[src/rtl/fetch_queue.sv]
// -----------------------------------------------------------------------------
// fetch_queue
//   Fetch stage. A PC walks instruction memory one read at a time over a
//   req/ack handshake. Each returned word is buffered together with its PC in
//   a DEPTH-entry queue, and the queue head is offered to decode through a
//   valid/ready handshake. A redirect flushes the queue and restarts fetch. If
//   the redirect arrives while a read is still outstanding, that read is
//   completed and its data thrown away. Freeze stops new reads from being
//   issued, but it does not cancel a read that is already outstanding.
//
// Ports
//   clk, rst        clock; synchronous active-low reset
//   imem_req/addr   read request and address (address held while req is high)
//   imem_ack/data   read completion and data
//   redirect(_pc)   flush and restart fetch at redirect_pc
//   freeze          suppress issue of new requests
//   inst_valid/inst/inst_pc/inc_pc   queue head presented to decode
//   inst_ready      decode takes the head this cycle
//   err             sticky PC-wrap error
//   count           queue occupancy
// -----------------------------------------------------------------------------
module fetch_queue #(
   parameter int          DATA_W   = 16,
   parameter int          ADDR_W   = 16,
   parameter int          DEPTH    = 4,
   parameter int unsigned RESET_PC = 0,
   parameter int          PC_INC   = 2,
   localparam int         PTR_W    = $clog2(DEPTH),
   localparam int         CNT_W    = PTR_W + 1
) (
   input  logic              clk,
   input  logic              rst,
   output logic              imem_req,
   output logic [ADDR_W-1:0] imem_addr,
   input  logic              imem_ack,
   input  logic [DATA_W-1:0] imem_data,
   input  logic              redirect,
   input  logic [ADDR_W-1:0] redirect_pc,
   input  logic              freeze,
   output logic              inst_valid,
   output logic [DATA_W-1:0] inst,
   output logic [ADDR_W-1:0] inst_pc,
   output logic [ADDR_W-1:0] inc_pc,
   input  logic              inst_ready,
   output logic              err,
   output logic [CNT_W-1:0]  count
);

   typedef enum logic [1:0] {S_IDLE, S_WAIT, S_DRAIN} state_t;

   state_t            r_state;
   logic [ADDR_W-1:0] r_pc;
   logic [ADDR_W-1:0] r_drain_pc;   // address of the read being discarded
   logic [PTR_W-1:0]  r_rd_ptr;
   logic [PTR_W-1:0]  r_wr_ptr;
   logic [CNT_W-1:0]  r_count;
   logic              r_err;
   logic [DATA_W-1:0] r_mem_data [DEPTH];
   logic [ADDR_W-1:0] r_mem_pc   [DEPTH];

   logic              w_req;
   logic              w_ack;
   logic              w_push;
   logic              w_pop;
   logic [ADDR_W:0]   w_pc_sum;

   // NOTE: every signal written in an always_comb gets a default first, so no
   // path through the block can leave it unassigned and infer a latch.
   always_comb begin
      w_req = 1'b1;
      if (r_state == S_IDLE)
         w_req = (r_count < CNT_W'(DEPTH)) && !freeze;
   end

   // Request and head-valid are forced low while reset is asserted, so any
   // read that was in flight when reset arrived is abandoned.
   assign imem_req   = rst && w_req;
   assign imem_addr  = (r_state == S_DRAIN) ? r_drain_pc : r_pc;
   assign inst_valid = rst && (r_count != '0);

   assign w_ack    = imem_req && imem_ack;
   assign w_push   = w_ack && (r_state != S_DRAIN) && !redirect;
   assign w_pop    = inst_valid && inst_ready && !redirect;
   // The extra top bit is the carry out of the PC add and feeds the wrap error.
   assign w_pc_sum = {1'b0, r_pc} + (ADDR_W+1)'(PC_INC);

   assign inst    = r_mem_data[r_rd_ptr];
   assign inst_pc = r_mem_pc[r_rd_ptr];
   assign inc_pc  = inst_pc + ADDR_W'(PC_INC);
   assign err     = r_err;
   assign count   = r_count;

   // NOTE: queue storage has no reset. Only the pointers and the count define
   // which entries are live, so resetting the array would add reset fan-out
   // without changing any behaviour.
   always_ff @(posedge clk) begin
      if (w_push) begin
         r_mem_data[r_wr_ptr] <= imem_data;
         r_mem_pc[r_wr_ptr]   <= r_pc;
      end
   end

   // NOTE: sequential state uses non-blocking assignments only, so every
   // right-hand side in this block sees the values from before the clock edge.
   always_ff @(posedge clk) begin
      if (!rst) begin
         r_state    <= S_IDLE;
         r_pc       <= ADDR_W'(RESET_PC);
         r_drain_pc <= ADDR_W'(RESET_PC);
         r_rd_ptr   <= '0;
         r_wr_ptr   <= '0;
         r_count    <= '0;
         r_err      <= 1'b0;
      end else if (redirect) begin
         r_count  <= '0;
         r_rd_ptr <= '0;
         r_wr_ptr <= '0;
         r_pc     <= redirect_pc;
         if (imem_req && !imem_ack) begin
            r_state <= S_DRAIN;
            // A second redirect while draining keeps the original read address.
            if (r_state != S_DRAIN)
               r_drain_pc <= r_pc;
         end else begin
            r_state <= S_IDLE;
         end
      end else begin
         case (r_state)
            S_IDLE:  if (imem_req && !imem_ack) r_state <= S_WAIT;
            S_WAIT:  if (imem_ack)              r_state <= S_IDLE;
            S_DRAIN: if (imem_ack)              r_state <= S_IDLE;
            default:                            r_state <= S_IDLE;
         endcase

         if (w_push) begin
            r_wr_ptr <= r_wr_ptr + PTR_W'(1);
            r_pc     <= w_pc_sum[ADDR_W-1:0];
            if (w_pc_sum[ADDR_W])
               r_err <= 1'b1;
         end
         if (w_pop)
            r_rd_ptr <= r_rd_ptr + PTR_W'(1);

         r_count <= r_count + CNT_W'(w_push) - CNT_W'(w_pop);
      end
   end

endmodule

[config.mk]
export PLATFORM = sky130hd
export DESIGN_NAME = fetch_queue
export DESIGN_NICKNAME = d
export VERILOG_FILES = /design/src/rtl/fetch_queue.sv
export SDC_FILE = /design/constraint.sdc
export NUM_CORES = 1
export LEC_CHECK = 0
export ABC_AREA = 1
export CAP_MARGIN = 20
export CORE_UTILIZATION = 35
export DETAILED_ROUTE_END_ITERATION = 8
export GPL_ROUTABILITY_DRIVEN = 0
export HOLD_SLACK_MARGIN = 0.08
export SLEW_MARGIN = 20
export SYNTH_ARGS = -nofsm -noshare
export SYNTH_HDL_FRONTEND = slang
export SYNTH_SLANG_ARGS = --single-unit
export TNS_END_PERCENT = 10
[constraint.sdc]
create_clock -name clk -period 9 [get_ports clk]
set_clock_uncertainty 0.1 [all_clocks]
set_input_delay 1.8 -clock clk [delete_from_list [all_inputs] [get_ports clk]]
set_output_delay 1.8 -clock clk [all_outputs]
set_load 0.02 [all_outputs]
==> summary by stage, run 1 <==
Floorplan
The die covers 22,500 sq um. The initial utilization of the core area, before any placement, comes to 0.361. The core footprint is 21,200 sq um. The floorplan step set the die width to 150 um. The total I/O pin count is 108.

The floorplan has 53 rows. From bottom edge to top edge, the die measures 150 um.

Layout
The finished cells cover 9560 sq um. The final net count is 948. The number of antenna diodes in the final layout is 0. The core occupancy in the finished layout is 0.451.

The fraction of final layout cells with drive strength greater than 1 is 0.0746. From synthesis to final layout, the design area changed by 24.7%.

Clock network
TritonCTS built the clock tree. The buffer type at the clock tree root is sky130_fd_sc_hd__clkbuf_16. Buffers inserted to repair hold after CTS numbered 0. Counting along the longest clock path gives a buffer depth of 2. CTS built an H-tree with a depth of 4. The number of buffers created by CTS is 17. The clock-pin slew on the worst setup and hold paths is 0.07 ns.

The number of gates resized after CTS was 0. The buffer count from post-CTS setup fixing is 0. The later-pin clock latency in the skew report is 0.42 ns. The number of clock sinks is 172.

Critical path
The endpoint kind of the worst setup timing path is an output port. The data arrival time of the worst path is 3.78 ns. STA classifies the critical path startpoint as a flip-flop. The critical path is of the reg2out type.

The reg-to-reg critical path startpoint is r_state[0]. Along the worst path, the maximum fanout reaches 67. The data required time of the critical path is 7.10 ns.

Routing
The average routed wire per standard cell is 15.0 um. The number of antenna-violating nets in the routed design is 0. The wire length after detailed routing is 17,700 um. The wire length on met3 is 1010 um.

The number of remaining DRC errors is 0. The total iterations of the first detailed-routing run is 5. The sum of routed wire segments on met1 is 8390 um.

In this run the top signal layer used is met4. Dividing the detail-routed via count by the number of cells gives 4.86. The overall via count from detail_route is 5,765. The starting DRC count in detailed routing is 371. The length of routed met2 wiring is 8130 um.

Synthesis
For this run, the leading register cell type out of synthesis is sky130_fd_sc_hd__edfxtp_1. The number of synthesized flops with an enable pin is 128. The fraction of synthesized cell area taken by the top area cell type is 0.501.

Ranked by total cell area, the synthesized netlist is headed by sky130_fd_sc_hd__edfxtp_1 (50%), sky130_fd_sc_hd__dfxtp_1 (11%), sky130_fd_sc_hd__nand2_1 (9.0%). Each instance of the synthesized netlist takes up on average 9.56 sq um. The warning count from the yosys run is 0. The most numerous cell in the Yosys netlist is sky130_fd_sc_hd__nand2_1. The synthesis-stage register bit count is 172. The largest total area in the synthesized netlist belongs to sky130_fd_sc_hd__edfxtp_1. Counting every net in the synthesized netlist gives 851. The commonest cells after synthesis are sky130_fd_sc_hd__nand2_1 (184), sky130_fd_sc_hd__edfxtp_1 (128), sky130_fd_sc_hd__nor2_1 (109), sky130_fd_sc_hd__o21ai_0 (69), sky130_fd_sc_hd__inv_1 (58). The count of different cell masters after synthesis is 33. The share of synthesized flip-flops with an asynchronous set or reset is 0. The area of the mapped netlist is 7670 sq um. The number of standard cells after synthesis is 802. The sequential cell area fraction in the yosys report is 0.616.

Status
The run finished with clean final reports.

Global route
After global routing the overflow that remains totals 0. The initial antenna violation count is 0. The number of global-route vias before repair is 5,261.

The pin count of the biggest net entering global routing is 68. The all-layer global routing usage is 0.162. The first global-routing pass estimated 27,600 um of wire.

STA
The final number of max-transition violations was 0. Setup violations remaining at the end of the flow were counted as 0. The relative slew slack is 0.330. Setup repair after global routing left no endpoint under its margin.

Timing would allow up to 0.176 GHz. The final number of hold-violating endpoints is 0. In the finished design, the share of the clock period the worst path needs comes to 0.631.

The setup TNS is 0 ns. The minimum clock period is 5.68 ns. For the pin with the worst max-slew slack, the measured transition is 1.01 ns.

Power and ir drop
The leakage power of the design is 3.54 nW. VDD sags by at most 141 uV. Power spread over the standard cell area amounts to 177 nW/um^2.

Worst hold path
The min-delay analysis places its worst path in the category reg2reg. The worst min-delay path startpoint is r_drain_pc[0].

Place
The placed instance area is 8960 sq um. The HPWL after detailed placement is 11,500 um. Port buffering added 107 buffers.

Job
The number of max-cap violations is 0.
-- state kept, by name, summed over array words and instances, names as in the netlist, named ones only --
signal,flops
r_mem_data,64
r_mem_pc,64
r_drain_pc,16
r_pc,16
count,3
r_rd_ptr,2
r_state,2
r_wr_ptr,2
err,1
-- per-stage QoR --
stage / setup WS [ns] / cells / power, mW / hold WS (ns)
2_1_floorplan: 4.72 / 802 / 0.952 / 0.330
3_3_place_gp: 3.39 / 1154 / 1.01 / 0.341
3_5_place_dp: 3.37 / 1154 / 1.01 / 0.343
4_1_cts: 3.29 / 1186 / 1.71 / 0.357
5_1_grt: 2.94 / 1187 / 1.75 / 0.374
6_report: 3.32 / 1187 / 1.69 / 0.357
-- layout by cell type, fill, tap and decap left out, types with 3 or more instances in the layout --
cell type / n
sky130_fd_sc_hd__clkdlybuf4s50_1: 107
sky130_fd_sc_hd__o22ai_1: 18
sky130_fd_sc_hd__o211ai_1: 3
sky130_fd_sc_hd__nand2_1: 184
sky130_fd_sc_hd__nand2_2: 7
sky130_fd_sc_hd__edfxtp_1: 128
sky130_fd_sc_hd__inv_8: 3
sky130_fd_sc_hd__o21ai_0: 69
sky130_fd_sc_hd__nor2_2: 11
sky130_fd_sc_hd__clkbuf_16: 17
sky130_fd_sc_hd__inv_1: 58
sky130_fd_sc_hd__dfxtp_1: 43
sky130_fd_sc_hd__nor2_1: 105
sky130_fd_sc_hd__a21oi_1: 43
sky130_fd_sc_hd__nand3_1: 42
sky130_fd_sc_hd__nand4_1: 5
sky130_fd_sc_hd__nor3_1: 6
sky130_fd_sc_hd__ha_1: 10
sky130_fd_sc_hd__inv_2: 4
sky130_fd_sc_hd__xnor2_1: 3
sky130_fd_sc_hd__xor2_1: 10
sky130_fd_sc_hd__inv_6: 6
sky130_fd_sc_hd__nor2_4: 3
sky130_fd_sc_hd__buf_4: 7
-- final cells by class --
class / instances / area, sq um
clock buffer: 17 / 425
clock inverter: 15 / 144
fill: 2037 / 11700
inverter: 62 / 233
multi-input combinational: 531 / 2540
sequential: 172 / 4730
tap: 275 / 344
timing repair buffer: 115 / 1150
-- power by group --
part / switching (mW) / leakage [nW] / internal (mW)
sequential: 0.0146 / 1.52 / 0.863
clock: 0.329 / 0.275 / 0.367
combinational: 0.0684 / 1.75 / 0.0517
total: 0.412 / 3.54 / 1.28
-- path summary, 6_finish.rpt --
check / cells after the start / end / slack (ns)
min reg2reg: 2 / r_drain_pc[0] / 0.36
max: 14 / inc_pc[15] / 3.32
max reg2reg: 14 / count[2] / 5.38
min: 2 / r_drain_pc[0] / 0.36
-- cell families after synthesis --
| logic type | after synthesis | share of synthesized area |
|---|---|---|
| xor gates and xnor gates | 13 | 0.0148 |
| DFF | 172 | 0.616 |
| buffers and inverters | 99 | 0.0550 |
| and+or+nand+nor | 367 | 0.198 |
| AOI/OAI and AO/OA | 140 | 0.0971 |
| adders and majority gates | 11 | 0.0189 |
-- per-layer routing --
| layer | global-route usage | up-vias |
|---|---|---|
| li1 | - | 2898 |
| met1 | 0.217 | 2668 |
| met2 | 0.258 | 178 |
| met3 | 0.0366 | 21 |
| met4 | 0.0525 | 0 |
| met5 | 0 | - |
-- critical path, stage by stage (launching register included) --
cell and delay (ns):
sky130_fd_sc_hd__dfxtp_2 0.31, sky130_fd_sc_hd__buf_4 0.54, sky130_fd_sc_hd__inv_2 0.28, sky130_fd_sc_hd__buf_4 0.37, sky130_fd_sc_hd__nand2_1 0.13, sky130_fd_sc_hd__o211ai_1 0.08
sky130_fd_sc_hd__nand2_1 0.15, sky130_fd_sc_hd__ha_1 0.20, sky130_fd_sc_hd__inv_1 0.05, sky130_fd_sc_hd__nor2_1 0.17, sky130_fd_sc_hd__nand3_1 0.18, sky130_fd_sc_hd__inv_1 0.11
sky130_fd_sc_hd__nand3_1 0.08, sky130_fd_sc_hd__nand2_1 0.07, sky130_fd_sc_hd__clkdlybuf4s50_1 0.59
No activity file was read; power rests on OpenSTA's default activity.
==> run 2: changes to the inputs <==
clock period = 4.8 ns   (was 9 ns; I/O delays follow)
==> summary by stage, run 2 (synthesis results as in run 1) <==
Job
The tool flagged a number of max-cap violations equal to 0.

Place
Detailed placement finished with a half-perimeter wire length of 11,500 um. The placed instance area is 9000 sq um. The number of buffer cells added on primary ports is 107. Timing analysis after detailed placement gives a worst setup slack of 0.683 ns.

STA
The timing-limited maximum frequency is 0.236 GHz. Dividing the final minimum period by the clock period gives 0.881. Setup violations remaining at the end of the flow were counted as 0. The final number of hold-violating endpoints is 0. The actual transition at the worst max-transition pin is 0.965 ns. Setup repair after global routing left no endpoint under its margin. The minimum clock period is 4.23 ns. For the final routed database, the setup TNS stands at 0 ns. The post-layout worst setup margin is 0.570 ns. Headroom to the max-slew limit came out at 0.355.

The final number of max-transition violations was 0.

Power and ir drop
The maximum ir drop on the vdd rail is 258 uV. For this design the total switching power over the nets is 0.795 mW. The analysis attributes to cell leakage a power of 3.57 nW. Of the total power, the clock network draws 0.418. Of the total power, registers draw 0.512. The internal power component is 2.42 mW. The power density normalized to cell area is 335 nW/um^2. Of the total power, combinational logic draws 0.070. The switching power share of the total is 0.247.

Layout
The count of fill cells added during filler insertion is 2,000. Relative to the synthesized area, the layout overhead comes to 25.1%. At the end of the flow, the number of nets in the layout was 952.

The top cell types in the final layout, fill and taps aside, are sky130_fd_sc_hd__nand2_1 (184), sky130_fd_sc_hd__edfxtp_1 (128), sky130_fd_sc_hd__clkdlybuf4s50_1 (107). The largest registers in the layout are r_mem_data: 64 flops, r_mem_pc: 64 flops. The core occupancy in the finished layout is 0.452. 0 antenna diodes ended up in the layout. In the final layout, the multi-input gates occupy 2540 sq um.

The fraction of final layout cells with drive strength greater than 1 is 0.0797. With fillers left out, the area of the finished cells amounts to 9590 sq um. Registers take 4730 sq um. The library cell used most frequently in the layout, excluding fill and tap cells, is sky130_fd_sc_hd__nand2_1.

Floorplan
The die is 150 um tall. In this run the horizontal extent of the chip is 150 um. The total I/O pin count is 108. After floorplanning, the core was divided into 53 placement rows. The core region is 21,200 sq um. The die area is 22,500 sq um. For this configuration, the core starts out at a cell density of 0.361.

Routing
The total iterations of the first detailed-routing run is 5. The number of antenna-violating nets in the routed design is 0. The starting DRC count in detailed routing is 356. The wire length after detailed routing is 17,600 um.

Dividing the detail-routed via count by the number of cells gives 4.79. The average routed wire per standard cell is 14.8 um. For this block, the via count after detailed routing is 5,706.

The number of remaining DRC errors is 0.

Critical path
The data arrival time of the worst path is 3.17 ns. The dominant cell type by count on the critical path is sky130_fd_sc_hd__nand2_1. The endpoint kind of the worst setup timing path is an output port. For this design, the slowest cell found on the critical path is sky130_fd_sc_hd__clkdlybuf4s50_1. The setup path with the least slack is of type reg2out. The worst setup path is launched from a flip-flop. For this run, the slowest stage of the critical path takes 0.59 ns. In this run the critical register-to-register path is launched from r_state[0]. The number of cells on the worst reg-to-reg path is 15.

At the worst endpoint, the required time is 3.74 ns. The top fanout value on the critical path is 66. Traced cell by cell, the critical path runs through buf_4 -> nand2_1 -> nand2_1 -> nand2_1 -> nand2_1 -> ha_1 -> inv_1 -> nor2_1 -> nand3_1 -> inv_1 -> nand3_1 -> nand2_1 -> clkdlybuf4s50_1.

Worst hold path
The worst min-delay path startpoint is err. Along the worst hold path, the cell count comes to 2. The worst min-delay path class is reg2reg.

Clock network
The number of buffers between clock root and the deepest sink is 2. The later-pin clock latency in the skew report is 0.43 ns. TritonCTS built the clock tree. The clock-pin slew on the worst setup and hold paths is 0.07 ns. The number of hold buffers added after CTS was 0. For this design, the sink count on the clock tree is 172. TritonCTS created 17 clock buffers. In this run, post-CTS repair resized a total of 0 instances. The buffer count from post-CTS setup fixing is 0. The maximum level of the CTS H-tree is 4. In this run the clock root is driven by a sky130_fd_sc_hd__clkbuf_16.

Global route
Across every metal layer, demand over resource in global routing totals 0.165. The first global-routing pass estimated 28,200 um of wire. Entering global routing, the biggest net connects 67 pins.

The number of global-route vias before repair came to 5,329. Summed over all layers, the global routing overflow is 0. The initial antenna violation count is 0.

Status
The run finished with clean final reports.
-- run 2: power by group through the flow --
| stage | logic [mW] | registers, mW | clock network, mW |
|---|---|---|---|
| after floorplan | 0.119 | 1.67 | 0 |
| after global placement | 0.225 | 1.68 | 0 |
| after detailed placement | 0.224 | 1.68 | 0 |
| after CTS | 0.226 | 1.65 | 1.37 |
| after global routing | 0.247 | 1.65 | 1.43 |
| final | 0.224 | 1.65 | 1.34 |
-- run 2: path summary, 6_finish.rpt --
check                                  end  slack [ns]
worst max-delay path            inc_pc[15]        0.57
worst max register to register    count[2]        1.62
worst min-delay path                   err        0.36
worst min register to register         err        0.36
-- run 2: metal layers --
metal	GRT usage	vias up	share of wire
li1	-	2910	-
met1	0.224	2627	0.48
met2	0.260	145	0.45
met3	0.0348	24	0.050
met4	0.0566	0	0.017
met5	0	-	0
-- run 2: final cells by class --
cell class	instances	area share
inverters	62	0.0243
multi-input cells	531	0.265
clock inverters	15	0.0171
clock buffers	17	0.0444
repair buffers	119	0.121
flip-flops and latches	172	0.493
well taps	275	0.0359
-- run 2: metrics by stage --
stage          instances  power, mW  hold slack (ns)
6_report            1191       3.21            0.358
5_1_grt             1191       3.32            0.388
4_1_cts             1191       3.24            0.360
3_5_place_dp        1159       1.90            0.345
3_3_place_gp        1159       1.90            0.344
2_1_floorplan        802       1.79            0.330
-- run 2: critical path: cells and delay by family (launching register included) --
family | cells | cell delay (ns)
DFF | 1 | 0.33
buffers and inverters | 4 | 1.29
adders and majority gates | 1 | 0.19
and+or+nand+nor | 8 | 0.92
